===== config.mk =====
export PLATFORM = sky130hd
export DESIGN_NAME = chunked_sub_nbit
export DESIGN_NICKNAME = d
export VERILOG_FILES = /design/src/rtl/chunked_sub_nbit_pkg.sv /design/src/rtl/chunked_sub_nbit_sub_chunk.sv /design/src/rtl/chunked_sub_nbit.sv
export SDC_FILE = /design/constraint.sdc
export NUM_CORES = 1
export LEC_CHECK = 0
export ABC_AREA = 0
export CORE_AREA = 5 5 103 115
export CTS_BUF_LIST = sky130_fd_sc_hd__clkbuf_4
export DETAILED_ROUTE_END_ITERATION = 7
export DIE_AREA = 0 0 108 120
export PLACE_DENSITY = 0.77
export SYNTH_ARGS = -nofsm -noshare
export SYNTH_HDL_FRONTEND = slang
export SYNTH_SLANG_ARGS = --single-unit

===== constraint.sdc =====
create_clock -name clk -period 2.4 [get_ports clk]
set_input_delay 0.72 -clock clk [delete_from_list [all_inputs] [get_ports clk]]
set_output_delay 0.72 -clock clk [all_outputs]
set_load 0.03 [all_outputs]

===== src/rtl/chunked_sub_nbit_pkg.sv =====
// Shared definitions for the chunked subtractor: FSM state encodings and
// default geometry constants.
package chunked_sub_nbit_pkg;

    typedef enum logic [1:0] {
        ST_IDLE = 2'd0,
        ST_RUN  = 2'd1,
        ST_DONE = 2'd2
    } state_e;

    localparam int DEF_WIDTH = 32;
    localparam int DEF_CHUNK = 4;

endpackage


===== src/rtl/chunked_sub_nbit_sub_chunk.sv =====
// sub_chunk: combinational CHUNK-bit ripple-borrow subtractor slice.
// Computes {bo, d} such that d = x - y - bi (mod 2^CHUNK), bo = final borrow.
module sub_chunk
    import chunked_sub_nbit_pkg::*;
#(
    parameter int CHUNK = DEF_CHUNK
) (
    input  logic [CHUNK-1:0] x,
    input  logic [CHUNK-1:0] y,
    input  logic             bi,
    output logic [CHUNK-1:0] d,
    output logic             bo
);

    logic [CHUNK:0] br;

    // Ripple the borrow from bit 0 upwards through the slice.
    always_comb begin
        br    = '0;
        d     = '0;
        br[0] = bi;
        for (int i = 0; i < CHUNK; i++) begin
            d[i]    = x[i] ^ y[i] ^ br[i];
            br[i+1] = (~x[i] & y[i]) | (~(x[i] ^ y[i]) & br[i]);
        end
    end

    assign bo = br[CHUNK];

endmodule


===== src/rtl/chunked_sub_nbit.sv =====
// chunked_sub_nbit: multi-cycle subtractor, diff = a - b - bin, resolving
// CHUNK bits per clock from the LSB using one shared sub_chunk slice.
// Optional feature: define SUB_OVF_FLAG_EN to add the signed overflow port ovf.
module chunked_sub_nbit
    import chunked_sub_nbit_pkg::*;
#(
    parameter int WIDTH = DEF_WIDTH,
    parameter int CHUNK = DEF_CHUNK
) (
    input  logic             clk,
    input  logic             rst,
    input  logic             start,
    input  logic [WIDTH-1:0] a,
    input  logic [WIDTH-1:0] b,
    input  logic             bin,
    output logic             busy,
    output logic             done,
    output logic [WIDTH-1:0] diff,
    output logic             bout
`ifdef SUB_OVF_FLAG_EN
    ,
    output logic             ovf
`endif
);

    localparam int NCHUNK = WIDTH / CHUNK;
    localparam int CW     = (NCHUNK > 1) ? $clog2(NCHUNK) : 1;
    localparam logic [CW-1:0] LAST_CNT = CW'(NCHUNK - 1);

    state_e           state_q, state_d;
    logic [CW-1:0]    cnt_q, cnt_d;
    logic [WIDTH-1:0] a_sh_q, a_sh_d;
    logic [WIDTH-1:0] b_sh_q, b_sh_d;
    logic             brw_q, brw_d;
    logic [WIDTH-1:0] acc_q, acc_d;
    logic [WIDTH-1:0] diff_q, diff_d;
    logic             bout_q, bout_d;
`ifdef SUB_OVF_FLAG_EN
    logic             a_msb_q, a_msb_d;
    logic             b_msb_q, b_msb_d;
    logic             ovf_q, ovf_d;
`endif

    logic [CHUNK-1:0] chk_d;
    logic             chk_bo;
    logic [WIDTH-1:0] acc_next;

    sub_chunk #(.CHUNK(CHUNK)) u_sub_chunk (
        .x  (a_sh_q[CHUNK-1:0]),
        .y  (b_sh_q[CHUNK-1:0]),
        .bi (brw_q),
        .d  (chk_d),
        .bo (chk_bo)
    );

    // The newest chunk result enters at the top; after NCHUNK shifts the
    // first chunk has reached bit 0 and the accumulator holds the full diff.
    assign acc_next = (acc_q >> CHUNK) | (WIDTH'(chk_d) << (WIDTH - CHUNK));

    // Next-state, datapath sequencing and result capture.
    always_comb begin
        state_d = state_q;
        cnt_d   = cnt_q;
        a_sh_d  = a_sh_q;
        b_sh_d  = b_sh_q;
        brw_d   = brw_q;
        acc_d   = acc_q;
        diff_d  = diff_q;
        bout_d  = bout_q;
`ifdef SUB_OVF_FLAG_EN
        a_msb_d = a_msb_q;
        b_msb_d = b_msb_q;
        ovf_d   = ovf_q;
`endif
        case (state_q)
            ST_IDLE: begin
                if (start) begin
                    a_sh_d  = a;
                    b_sh_d  = b;
                    brw_d   = bin;
                    cnt_d   = '0;
                    acc_d   = '0;
`ifdef SUB_OVF_FLAG_EN
                    a_msb_d = a[WIDTH-1];
                    b_msb_d = b[WIDTH-1];
`endif
                    state_d = ST_RUN;
                end
            end
            ST_RUN: begin
                a_sh_d = a_sh_q >> CHUNK;
                b_sh_d = b_sh_q >> CHUNK;
                brw_d  = chk_bo;
                acc_d  = acc_next;
                cnt_d  = cnt_q + 1'b1;
                if (cnt_q == LAST_CNT) begin
                    diff_d  = acc_next;
                    bout_d  = chk_bo;
`ifdef SUB_OVF_FLAG_EN
                    ovf_d   = (a_msb_q != b_msb_q) && (acc_next[WIDTH-1] != a_msb_q);
`endif
                    cnt_d   = '0;
                    state_d = ST_DONE;
                end
            end
            ST_DONE: begin
                state_d = ST_IDLE;
            end
            default: begin
                state_d = ST_IDLE;
            end
        endcase
    end

    // State and datapath registers; reset aborts any operation in flight.
    always_ff @(posedge clk) begin
        if (rst) begin
            state_q <= ST_IDLE;
            cnt_q   <= '0;
            a_sh_q  <= '0;
            b_sh_q  <= '0;
            brw_q   <= 1'b0;
            acc_q   <= '0;
            diff_q  <= '0;
            bout_q  <= 1'b0;
`ifdef SUB_OVF_FLAG_EN
            a_msb_q <= 1'b0;
            b_msb_q <= 1'b0;
            ovf_q   <= 1'b0;
`endif
        end else begin
            state_q <= state_d;
            cnt_q   <= cnt_d;
            a_sh_q  <= a_sh_d;
            b_sh_q  <= b_sh_d;
            brw_q   <= brw_d;
            acc_q   <= acc_d;
            diff_q  <= diff_d;
            bout_q  <= bout_d;
`ifdef SUB_OVF_FLAG_EN
            a_msb_q <= a_msb_d;
            b_msb_q <= b_msb_d;
            ovf_q   <= ovf_d;
`endif
        end
    end

    assign busy = (state_q != ST_IDLE);
    assign done = (state_q == ST_DONE);
    assign diff = diff_q;
    assign bout = bout_q;
`ifdef SUB_OVF_FLAG_EN
    assign ovf  = ovf_q;
`endif

endmodule


* After elaboration in Yosys (flattened, before gate mapping)
Index checks and enable logic that the tools add are counted.
** Storage, ports and cells
- Register bits after elaboration :: 135
- Input bits :: 68
- Output and inout bits :: 35
- Word-level logic and storage cells :: 63
** Operators by class
- Add/sub/neg operators :: 1
- Eq/ne operators :: 5
- Muxes and demuxes :: 14
- Bitwise gates (word level) :: 29
- Reduce and logical (&&, ||, !) cells :: 6
** Operators with widths (number)
- $pmux W32 S2 :: 3
- $mux W32 :: 3
- $or A28 B32 Y32 :: 1
- $and A1 B1 Y1 :: 8
- $not A1 Y1 :: 8
- $xor A1 B1 Y1 :: 8
- $mux W3 :: 2
- $pmux W3 S2 :: 1
- $reduce_and A2 Y1 :: 3
- $mux W2 :: 2
- $ne A2 B2 Y1 const B :: 2
- $or A1 B1 Y1 :: 4
- $pmux W2 S2 :: 1
- $reduce_bool A2 Y1 :: 2
- $add A3 B1 Y3 const B :: 1
- $eq A3 B3 Y1 const B :: 1
- $eq A2 B1 Y1 const B :: 1
- $eq A2 B2 Y1 const B :: 1
- $logic_not A2 Y1 :: 1
- $pmux W1 S2 :: 1
- $mux W1 :: 1

* Logic depth before layout (Yosys ltp)
Gate-level depths: netlist (run 1).
- Word-level depth :: 11
- Gate-level depth with buffers :: 11
- Depth with buffers taken out :: 11

* Hierarchy
From an unflattened synthesis (run 1), not the netlist that was laid out.
** Unflattened totals
- Cells, all modules :: 560
- Area total of the unflattened synthesis :: 5186.2 um^2
** By module, submodules not included
- chunked_sub_nbit :: instances 1, cells each 546, area an instance 5068.6 um^2, sequential area each 2622.5 um^2
- sub_chunk :: instances 1, cells each 14, area an instance 117.6 um^2, sequential area each 0.0 um^2

* Least setup slack after synthesis (run 1)
OpenSTA, ideal clock, no wires.
- Path type :: flip-flop to flip-flop
- From :: register a_sh_q[0]
- To :: register acc_q[31]
- Setup time :: 0.128 ns
- Data arrival time :: 2.034 ns
- Required time :: 2.272 ns
- Path slack :: 0.238 ns
- Cell stages (with the launch flop) :: 11
- Buffers on the path :: 0
- Period minus slack after synthesis :: 2.162 ns
- Cells stage by stage :: dfxtp_1 > inv_1 > fa_1 > inv_1 > fa_1 > inv_1 > fa_1 > inv_1 > fa_1 > a22oi_1 > nor2_1
** Between the ends
- Longest elaborated chain between the ends :: 11
- Elaborated cells on any way between the ends :: 13
- Classes of those cells :: mux: 1; bitwise: 12
** RTL lines
- from (decl) :: line chunked_sub_nbit.sv:32 : logic [WIDTH-1:0] a_sh_q, a_sh_d;
- from (signal assigned) :: line chunked_sub_nbit.sv:134 : a_sh_q <= a_sh_d;
- $xor A1 B1 Y1 :: line chunked_sub_nbit_sub_chunk.sv:24 : br[i+1] = (~x[i] & y[i]) | (~(x[i] ^ y[i]) & br[i]);
- $not A1 Y1 :: line chunked_sub_nbit_sub_chunk.sv:24
- $and A1 B1 Y1 :: line chunked_sub_nbit_sub_chunk.sv:24
- $or A1 B1 Y1 * :: line chunked_sub_nbit_sub_chunk.sv:24
- $and A1 B1 Y1 * :: line chunked_sub_nbit_sub_chunk.sv:24
- $or A1 B1 Y1 * :: line chunked_sub_nbit_sub_chunk.sv:24
- $and A1 B1 Y1 * :: line chunked_sub_nbit_sub_chunk.sv:24
- $or A1 B1 Y1 * :: line chunked_sub_nbit_sub_chunk.sv:24
- $xor A1 B1 Y1 * :: line chunked_sub_nbit_sub_chunk.sv:23 : d[i] = x[i] ^ y[i] ^ br[i];
- $or A28 B32 Y32 * :: line chunked_sub_nbit.sv:58 : assign acc_next = (acc_q >> CHUNK) | (WIDTH'(chk_d) << (WIDTH - CHUNK));
- net acc_next[31] :: line chunked_sub_nbit.sv:46 : logic [WIDTH-1:0] acc_next;
- $pmux W32 S2 * :: line chunked_sub_nbit.sv:75 : case (state_q)
- to (signal assigned) :: line chunked_sub_nbit.sv:123 : acc_q <= '0;
- to (signal assigned) :: line chunked_sub_nbit.sv:137 : acc_q <= acc_d;
- to (decl) :: line chunked_sub_nbit.sv:35 : logic [WIDTH-1:0] acc_q, acc_d;
The timed path passes the listed nets; every way through them passes the cells marked *.
A chain may end at the register's enable or synchronous reset.

* Worst setup path after layout (run 1)
- From :: register diff_q[28], in the netlist diff[28]
- To :: output diff[28]
** RTL lines
- from (decl) :: line chunked_sub_nbit.sv:36 : logic [WIDTH-1:0] diff_q, diff_d;
- from (signal assigned) :: line chunked_sub_nbit.sv:138 : diff_q <= diff_d;
- to (decl) :: line chunked_sub_nbit.sv:18 : output logic [WIDTH-1:0] diff,
No word-level cell between the ends.

==> flow_metrics.tcl, run 1 <==
set metrics [dict create \
    status "completed" \
    viasPerCell 5.24 \
    finalSetupTns_ns 0 \
    wl_um 11500 \
    grt_use_total 0.184 \
    cpPeakStageDelay_ns 0.68 \
    arrival_ns 1.60 \
    setup_violations 0 \
    max-slew-margin-rel 0.735 \
    cts_made_buffers 17 \
    grt_pass1_wl_um 19300 \
    post-synth-top-count-cell "dfxtp_1" \
    dr.pass1.iters 5 \
    intPower_mw 3.39 \
    min_path_cells 2 \
    worst-path-buf-inv 1 \
    route.detailed.drc 0 \
    seq_area_frac_synth 0.507 \
    drive_gt1_frac 0.0819 \
    cts_hold_buffers 0 \
    hpwl_um 7890 \
    synth_fp_nets 636 \
    yosysUniqueCellTypes 29 \
    die_h_um 120 \
    num_vias 4221 \
    layout_min_cycle_time_ns 2.32 \
    worstPathCellList "clkdlybuf4s50_1" \
    start_util 0.487 \
    grt_pass1_vias 4080 \
    critical-path-slowest-cell "clkdlybuf4s50_1" \
    rsz0062_at_grt "false" \
    cts_tree "done" \
    hold_violations 0 \
    diodes 0 \
    detail-route-antenna-nets 0 \
    drt_iter0_markers 214 \
    worstPathMaxFanout 2 \
    synth_area_leaders "dfxtp_1 51%, o221a_1 11%, a21oi_1 8.1%, a22oi_1 4.6%, nand2_1 4.4%" \
    synth_edf_count 0 \
    reg2reg_from "a_sh_q[0]" \
    yosysTopAreaCell "dfxtp_1" \
    core-area_um2 10600 \
    max_freq_ghz 0.431 \
    wl_per_cell_um 14.3 \
    whs_ns 0.461 \
    synth_top_area_share 0.507 \
    clkPwrFrac 0.371 \
    crit_type "reg -> out" \
    synth_flop_cell "dfxtp_1" \
    p_seq_frac 0.515 \
    slew_violations 0 \
    required_ns 1.68 \
    ir_drop_mv 0.485 \
    avgSynthCellArea_um2 9.20 \
    io_buffers 102 \
    gp_congestion 0.782 \
    die_w_um 108 \
    overflow 0 \
    hold_path_class "reg -> reg" \
    root_buffer "clkbuf_4" \
    cp-end-kind "primary output" \
    p_comb_frac 0.115 \
    hold_path_startpoint "diff[6]" \
    synth_area_um2 5170 \
    antenna_found_initial 0 \
    path_delay_family "buffers and inverters" \
    rows 40 \
    rrSetupSlack_ns 0.17 \
    fin_skew_ns 0.0170 \
    place_ws_ns 0.150 \
    syn_to_final_growth_pct 28.0 \
    p_total_mw 4.55 \
    setup_ws_ns 0.0783 \
    synth-seq-cells 131 \
    dieArea_um2 13000 \
    ys_top_cells_by_count "131 x dfxtp_1, 84 x a21oi_1, 60 x nand2_1" \
    power_switching_mw 1.16 \
    ctsLongestPathBuffers 2 \
    start_kind "register" \
    clk_latency_ns 0.53 \
    holdPathEnd "diff[6]" \
    timing.rr.end "acc_q[31]" \
    power.static_leakage_nw 2.41 \
    path_clk_slew_ns 0.13 \
    yosys_warnings 0 \
    grt_max_degree 66 \
    drv_cap 0 \
    synthCells 562 \
    num_io_pins 103 \
    post-route-period-util 0.967 \
    fin_nets 720 \
    async_reset_ff_frac 0 \
    power_density_nw_per_um2 687 \
    reg2reg_depth 10 \
    worst_pin_slew_ns 0.397 \
    htreeDepth 4 \
    clock_sinks 131 \
    sw_frac_of_total 0.255 \
]
[worst max path at each step]
stage,to,start,cells after the start,slack (ns)
final,diff[28],diff[28],1,0.08
after global routing,diff[31],diff[31],1,0.002
after CTS,diff[28],diff[28],1,0.02
after detailed placement,acc_q[31],a_sh_q[0],10,0.15
after global placement,acc_q[31],a_sh_q[0],10,0.21
after floorplan,acc_q[31],a_sh_q[0],10,0.24
[repair_timing]
action,CTS,global route
buffers inserted,0,0
gates resized for setup,1,1
setup endpoints to repair,1,1
[cell families after synthesis]
group                      share of synthesized area
AOI/OAI and AO/OA                              0.263
adders and majority gates                     0.0203
muxes                                         0.0174
DFF                                            0.507
buffers and inverters                         0.0922
and+or+nand+nor                               0.0997
[cells in the final DEF (no fill, tap or decap), drive strengths merged]
| master | synthesis | layout |
|---|---|---|
| o21ai | 5 | 5 |
| a21oi | 84 | 84 |
| clkinvlp | 0 | 3 |
| o221a | 49 | 49 |
| nor3b | 1 | 1 |
| nor2b | 2 | 2 |
| clkinv | 0 | 7 |
| dlygate4sd2 | 0 | 1 |
| buf | 39 | 15 |
| a2bb2oi | 2 | 2 |
| inv | 58 | 59 |
| clkbuf | 11 | 17 |
| ha | 2 | 2 |
| clkdlybuf4s50 | 0 | 99 |
| nor2 | 48 | 48 |
| nor3 | 1 | 1 |
| nand2b | 2 | 2 |
| nand3b | 6 | 6 |
| o21bai | 1 | 1 |
| nand2 | 60 | 60 |
| mux2i | 9 | 9 |
| o21ba | 1 | 1 |
| fa | 4 | 4 |
| and3b | 1 | 1 |
| bufinv | 0 | 4 |
| dfxtp | 131 | 131 |
| and2b | 1 | 1 |
| a22oi | 32 | 32 |
| or2 | 1 | 1 |
| a211oi | 11 | 11 |
[routing by layer]
layer | global-route usage | vias up | wire, um
li1 | - | 2131 | -
met1 | 0.236 | 1955 | 5170
met2 | 0.297 | 117 | 5420
met3 | 0.0500 | 18 | 708
met4 | 0.0671 | 0 | 190
met5 | 0 | - | 0
[layout make-up]
cell class,count,area (um2)
fillers,938,4000
flip-flops and latches,131,2620
multi-input cells,323,2080
repair buffers,115,1170
inverters,58,218
clock inverters,15,209
well taps,147,184
clock buffers,17,128
[stage by stage]
step | cells | cell area (um2) | utilization
floorplan | 562 | 5170 | -
global placement | 774 | 6280 | 0.592
CTS | 806 | 6610 | 0.623
finish | 806 | 6610 | 0.623
global route | 806 | 6610 | 0.623
detailed placement | 774 | 6280 | 0.592
[power groups by stage]
stage          Clock, mW  Combinational, mW  Sequential (mW)
3_5_place_dp           0              0.525             2.39
4_1_cts             1.72              0.526             2.34
3_3_place_gp           0              0.509             2.39
5_1_grt             1.84              0.579             2.35
2_1_floorplan          0              0.339             2.37
6_report            1.68              0.522             2.34
[state kept, by name (all words and copies together), names as in the netlist]
signal,cells
brw_q,1
cnt_q,3
bout,1
state_q,2
diff,32
b_sh_q,32
a_sh_q,32
acc_q,28
(Power assumes the default switching activity.)
==> run 2: changes to the inputs <==
--- a/config.mk
+++ b/config.mk
@@ -6,10 +6,11 @@
 export NUM_CORES = 1
 export LEC_CHECK = 0
-export ABC_AREA = 0
-export CORE_AREA = 5 5 103 115
+export ABC_AREA = 1
+export CORE_AREA = 5 5 108 120
 export CTS_BUF_LIST = sky130_fd_sc_hd__clkbuf_4
+export CTS_CLUSTER_DIAMETER = 120
 export DETAILED_ROUTE_END_ITERATION = 7
-export DIE_AREA = 0 0 108 120
-export PLACE_DENSITY = 0.77
+export DIE_AREA = 0 0 113 125
+export PLACE_DENSITY = 0.75
 export SYNTH_ARGS = -nofsm -noshare
 export SYNTH_HDL_FRONTEND = slang
==> constraint.sdc (replaced) <==
create_clock -name clk -period 2.4 [get_ports clk]
set_input_delay 0.48 -clock clk [delete_from_list [all_inputs] [get_ports clk]]
set_output_delay 0.48 -clock clk [all_outputs]
set_load 0.03 [all_outputs]
==> run 2 against run 1 <==
Against the previous run: clock skew grew 0.0026 ns; via count grew 25%; cell area rose by 5.4%; worst setup slack gained 0.073 ns; total power is 3.8% lower; global-route usage grew 0.66 points; sequential share of layout area fell by 2.0 points; die area up 9.0%; largest cell class unchanged.
==> flow_metrics.tcl, run 2 <==
set metrics [dict create \
    start_kind "register" \
    synth_area_leaders "dfxtp_1 47%, nand3_1 16%, nand2_1 13%, nor2_1 6.1%, inv_1 5.1%" \
    clk_latency_ns 0.54 \
    rsz0062_at_grt "false" \
    post-cts-setup-buffers 0 \
    antenna_found_initial 0 \
    num_io_pins 103 \
    n_fill_cell 1127 \
    async_reset_ff_frac 0 \
    status "completed" \
    hold_violations 0 \
    yosys_warnings 0 \
    path_delay_family "buffers and inverters" \
    synth_fp_nets 882 \
    worst_pin_slew_ns 0.766 \
    fin_skew_ns 0.0196 \
    overflow 0 \
    grt_pass1_wl_um 22200 \
    drt_iter0_markers 334 \
    multiInputGateArea_um2 2450 \
    seq_area_um2 2630 \
    ctsLongestPathBuffers 2 \
    final_cell_mix "197 x nand2_1, 183 x nand3_1, 130 x dfxtp_1, 99 x clkdlybuf4s50_1, 90 x nor2_1" \
    grt_use_total 0.191 \
    cpPeakStageDelay_ns 0.67 \
    clock_sinks 131 \
    arrival_ns 1.77 \
    diodes 0 \
    max-slew-margin-rel 0.490 \
    seq_area_frac_synth 0.467 \
    hpwl_um 8730 \
    grt_pass1_vias 4631 \
    worstPathMaxFanout 11 \
    post-synth-top-count-cell "nand2_1" \
    avgSynthCellArea_um2 6.95 \
    max_freq_ghz 0.445 \
    start_util 0.479 \
    power.static_leakage_nw 3.07 \
    dieArea_um2 14100 \
    crit_type "reg -> out" \
    route.detailed.drc 0 \
    slew_violations 0 \
    root_buffer "clkbuf_4" \
    yosysTopAreaCell "dfxtp_1" \
    ir_drop_mv 0.258 \
    worstPathCellList "nor2_4 -> inv_1 -> clkdlybuf4s50_1" \
    synth_flop_cell "dfxtp_1" \
    dr.pass1.iters 5 \
    post-route-period-util 0.937 \
    fin_nets 958 \
    cts_made_buffers 17 \
    gp_congestion 0.805 \
    rrSetupSlack_ns 0.18 \
    die_w_um 113 \
    hold_path_class "in -> reg" \
    synth_top_area_share 0.467 \
    yosysUniqueCellTypes 18 \
    synth_edf_count 0 \
    finalSetupTns_ns 0 \
    worst-path-buf-inv 2 \
    io_buffers 102 \
    power_density_nw_per_um2 628 \
    final_common_cell "nand2_1" \
    cts_hold_buffers 0 \
    critical-path-slowest-cell "clkdlybuf4s50_1" \
    setup_violations 0 \
    grt_max_degree 73 \
    ys_top_cells_by_count "197 x nand2_1, 183 x nand3_1, 131 x dfxtp_1" \
    layout_min_cycle_time_ns 2.25 \
    drv_cap 0 \
    viasPerCell 5.02 \
    rows 42 \
    cp-end-kind "primary output" \
    synth-seq-cells 131 \
    drive_gt1_frac 0.0603 \
    cts_tree "done" \
    path_clk_slew_ns 0.11 \
    wl_per_cell_um 12.9 \
    synth_area_um2 5620 \
    syn_to_final_growth_pct 24.1 \
    htreeDepth 4 \
    core-area_um2 11700 \
    wl_um 13500 \
    num_vias 5262 \
    synthCells 808 \
    required_ns 1.92 \
    detail-route-antenna-nets 0 \
    fin_util 0.595 \
    die_h_um 125 \
]
## run 2: layout make-up
type                       count  share of cell area
inverter                      80              0.0431
timing repair buffer         114               0.161
clock inverter                12              0.0203
tap                          154              0.0276
clock buffer                  18              0.0194
multi-input combinational    540               0.351
sequential                   131               0.377
## run 2: what timing repair did
action	in CTS	in global routing
gates cloned	0	0
resized for setup	2	1
setup endpoints to repair	2	1
## run 2: power breakdown
part	switching, mW	internal (mW)	total [mW]
clock	0.780	0.708	1.49
combinational	0.330	0.247	0.577
sequential	0.0521	2.26	2.31
## run 2: worst paths after layout
kind | from | end | cells past startpoint
worst max-delay path | state_q[0] | busy | 3
worst min-delay path | rst | bout | 4
worst max register to register | a_sh_q[0] | acc_q[31] | 10
worst min register to register | diff[5] | diff[5] | 2
## run 2: per-layer routing
metal | vias up | wire [um] | track usage
met5 | - | 0 | 0
li1 | 2698 | - | -
met4 | 0 | 264 | 0.0693
met2 | 172 | 6200 | 0.288
met3 | 20 | 937 | 0.0522
met1 | 2372 | 6120 | 0.262
## run 2: stage by stage
stage	total power [mW]	setup WS (ns)	instances	cell area (um2)	hold WS [ns]
2_1_floorplan	2.72	0.311	808	5620	0.438
3_3_place_gp	2.93	0.226	1019	6690	0.453
3_5_place_dp	2.93	0.208	1019	6690	0.455
4_1_cts	4.41	0.0323	1049	6970	0.348
5_1_grt	4.59	0.0471	1049	6970	0.352
6_report	4.38	0.151	1049	6970	0.378
## run 2: worst register-to-register path: cells and delay by family, from the launching register on
| family | cells | cell delay, ns |
|---|---|---|
| AO/OA/AOI/OAI | 1 | 0.06 |
| adder cells (fa/ha/maj) | 4 | 1.33 |
| buffers and inverters | 4 | 0.26 |
| flip-flops | 1 | 0.34 |
| AND/OR/NAND/NOR | 1 | 0.08 |
## run 2: cells by family (layout without fill, tap and decap cells)
logic type,after synthesis,after routing,synth area share
AND/OR/NAND/NOR,478,478,0.366
buffers and inverters,137,224,0.0983
flip-flops,131,131,0.467
adder cells (fa/ha/maj),6,6,0.0187
AO/OA/AOI/OAI,56,56,0.0499
==> run 3: changes to the inputs <==
- ABC_AREA: 1 -> 0
- CORE_AREA: 5 5 108 120 -> 5 5 103 115
- DIE_AREA: 0 0 113 125 -> 0 0 108 120
- DONT_BUFFER_PORTS: not set -> 1
- PLACE_DENSITY: 0.75 -> 0.67
- clock period: 2.4 -> 1.9 ns (I/O delays scaled with it)
==> run 3 against run 2 <==
Against the previous run: the run now ends with hold timing, setup timing left; wire length is 2.1% lower; largest cell class unchanged; flip-flop and latch count stayed put; via count is 17% lower; clock power is 62% higher; global-route usage is 0.87 points higher.
==> flow_metrics.tcl, run 3 (synthesis gave the netlist of run 1 again) <==
set metrics [dict create \
    multiInputGateArea_um2 2120 \
    cpPeakStageDelay_ns 0.42 \
    power_density_nw_per_um2 893 \
    path_delay_family "adder cells" \
    n_fill_cell 878 \
    max_freq_ghz 0.473 \
    slew_violations 0 \
    fin_util 0.640 \
    final_cell_area_um2 6800 \
    detail-route-antenna-nets 0 \
    arrival_ns 2.54 \
    fin_skew_ns 0.0180 \
    antenna_found_initial 0 \
    grt_pass1_vias 4211 \
    root_buffer "clkbuf_4" \
    hold_path_class "in -> reg" \
    wl_um 13200 \
    fin_nets 727 \
    rrSetupSlack_ns -0.21 \
    cts_tree "done" \
    hold_violations 2 \
    crit_type "reg -> reg" \
    drv_cap 0 \
    final_common_cell "dfxtp_1" \
    cts_made_buffers 17 \
    wl_per_cell_um 16.3 \
    gp_congestion 0.778 \
    critical-path-slowest-cell "fa_1" \
    grt_pass1_wl_um 20700 \
    post-route-period-util 1.11 \
    path_clk_slew_ns 0.13 \
    start_kind "register" \
    required_ns 2.33 \
    clk_latency_ns 0.52 \
    seq_area_um2 2630 \
    max-slew-margin-rel 0.732 \
    grt_max_degree 132 \
    setup_violations 4 \
    hpwl_um 7600 \
    final_cell_mix "126 x dfxtp_1, 103 x dlygate4sd3_1, 84 x a21oi_1, 60 x nand2_1, 54 x inv_1" \
    ir_drop_mv 0.729 \
    overflow 0 \
    status "finished with violations" \
    clock_sinks 131 \
    num_vias 4355 \
    rsz0062_at_grt "true" \
    die_h_um 120 \
    worst_pin_slew_ns 0.401 \
    violations "hold timing, setup timing" \
    core-area_um2 10600 \
    drt_iter0_markers 226 \
    dieArea_um2 13000 \
    grt_use_total 0.200 \
    syn_to_final_growth_pct 31.5 \
    worstPathMaxFanout 2 \
    diodes 0 \
    die_w_um 108 \
    worst-path-buf-inv 3 \
    route.detailed.drc 0 \
    dr.pass1.iters 5 \
    setup_ws_ns -0.214 \
    worstPathCellList "fa_2 -> inv_2 -> fa_2 -> inv_2 -> fa_2 -> inv_2 -> fa_1 -> a22oi_1 -> nor2_1" \
    drive_gt1_frac 0.108 \
    num_io_pins 103 \
    io_buffers 0 \
    layout_min_cycle_time_ns 2.11 \
    power.static_leakage_nw 2.66 \
    whs_ns -0.0196 \
    cp-end-kind "register" \
    htreeDepth 4 \
    start_util 0.487 \
    rows 40 \
    viasPerCell 5.36 \
    postPlaceCellArea_um2 5280 \
    ctsLongestPathBuffers 2 \
]
==> run 3: cell types whose count changed in the layout (fill, tap and decap cells not counted), sizes merged, moves of 11 or more <==
cell and change:
a211oi +11, a22oi +32, nand3 -183, o221a +49, inv -18, clkdlybuf4s50 -99, nor2 -45, dlygate4sd3 +103
a21oi +37, nand2 -140
==> run 3: stage by stage <==
stage / setup WS (ns) / setup TNS, ns / total power [mW] / instances
after floorplan: -0.153 / -0.279 / 3.43 / 562
after global placement: -0.178 / -0.439 / 3.49 / 676
after detailed placement: -0.220 / -0.666 / 3.51 / 676
after CTS: -0.230 / -0.611 / 6.07 / 793
after global routing: -0.316 / -1.02 / 6.35 / 813
final: -0.214 / -0.579 / 6.07 / 813
==> run 3: what timing repair did <==
| action | in CTS | in global routing |
|---|---|---|
| hold buffers | 85 | 18 |
| hold endpoints to repair | 130 | 64 |
| setup buffers | 0 | 0 |
| setup endpoints to repair | 6 | 52 |
| resized for setup | 4 | 11 |
| gates cloned | 0 | 2 |
| pin swaps | 2 | 1 |
==> run 3: worst paths after layout <==
kind / endpoint / cells past startpoint / startpoint
setup / recovery: acc_q[31] / 9 / brw_q
setup reg to reg: acc_q[31] / 9 / brw_q
hold / removal: bout / 1 / rst
hold reg to reg: diff[3] / 2 / acc_q[7]
==> run 3: layout make-up <==
type,count,share of cell area
flip-flops and latches,131,0.387
multi-input cells,323,0.312
repair buffers,122,0.186
clock inverters,15,0.0370
well taps,147,0.0271
clock buffers,17,0.0188
inverters,58,0.0320
==> run 3: per-layer routing <==
layer / wire (um) / vias up / track usage
met2: 6590 / 134 / 0.320
met1: 5680 / 2070 / 0.246
met4: 201 / 0 / 0.0860
met5: 0 / - / 0
li1: - / 2136 / -
met3: 773 / 15 / 0.0629
==> run 3: where the power goes <==
| group | switching [mW] | leakage (nW) | internal, mW | total (mW) |
|---|---|---|---|---|
| registers | 0.0857 | 1.07 | 2.88 | 2.97 |
| clock network | 1.09 | 0.190 | 1.32 | 2.42 |
| logic | 0.299 | 1.39 | 0.385 | 0.683 |
| total | 1.48 | 2.66 | 4.59 | 6.07 |
==> run 3: worst register-to-register path: stages (launching register included) <==
cell	delay, ns
dfxtp_2	0.35
fa_2	0.38
inv_2	0.06
fa_2	0.18
inv_2	0.04
fa_2	0.32
inv_2	0.06
fa_1	0.42
a22oi_1	0.15
nor2_1	0.05
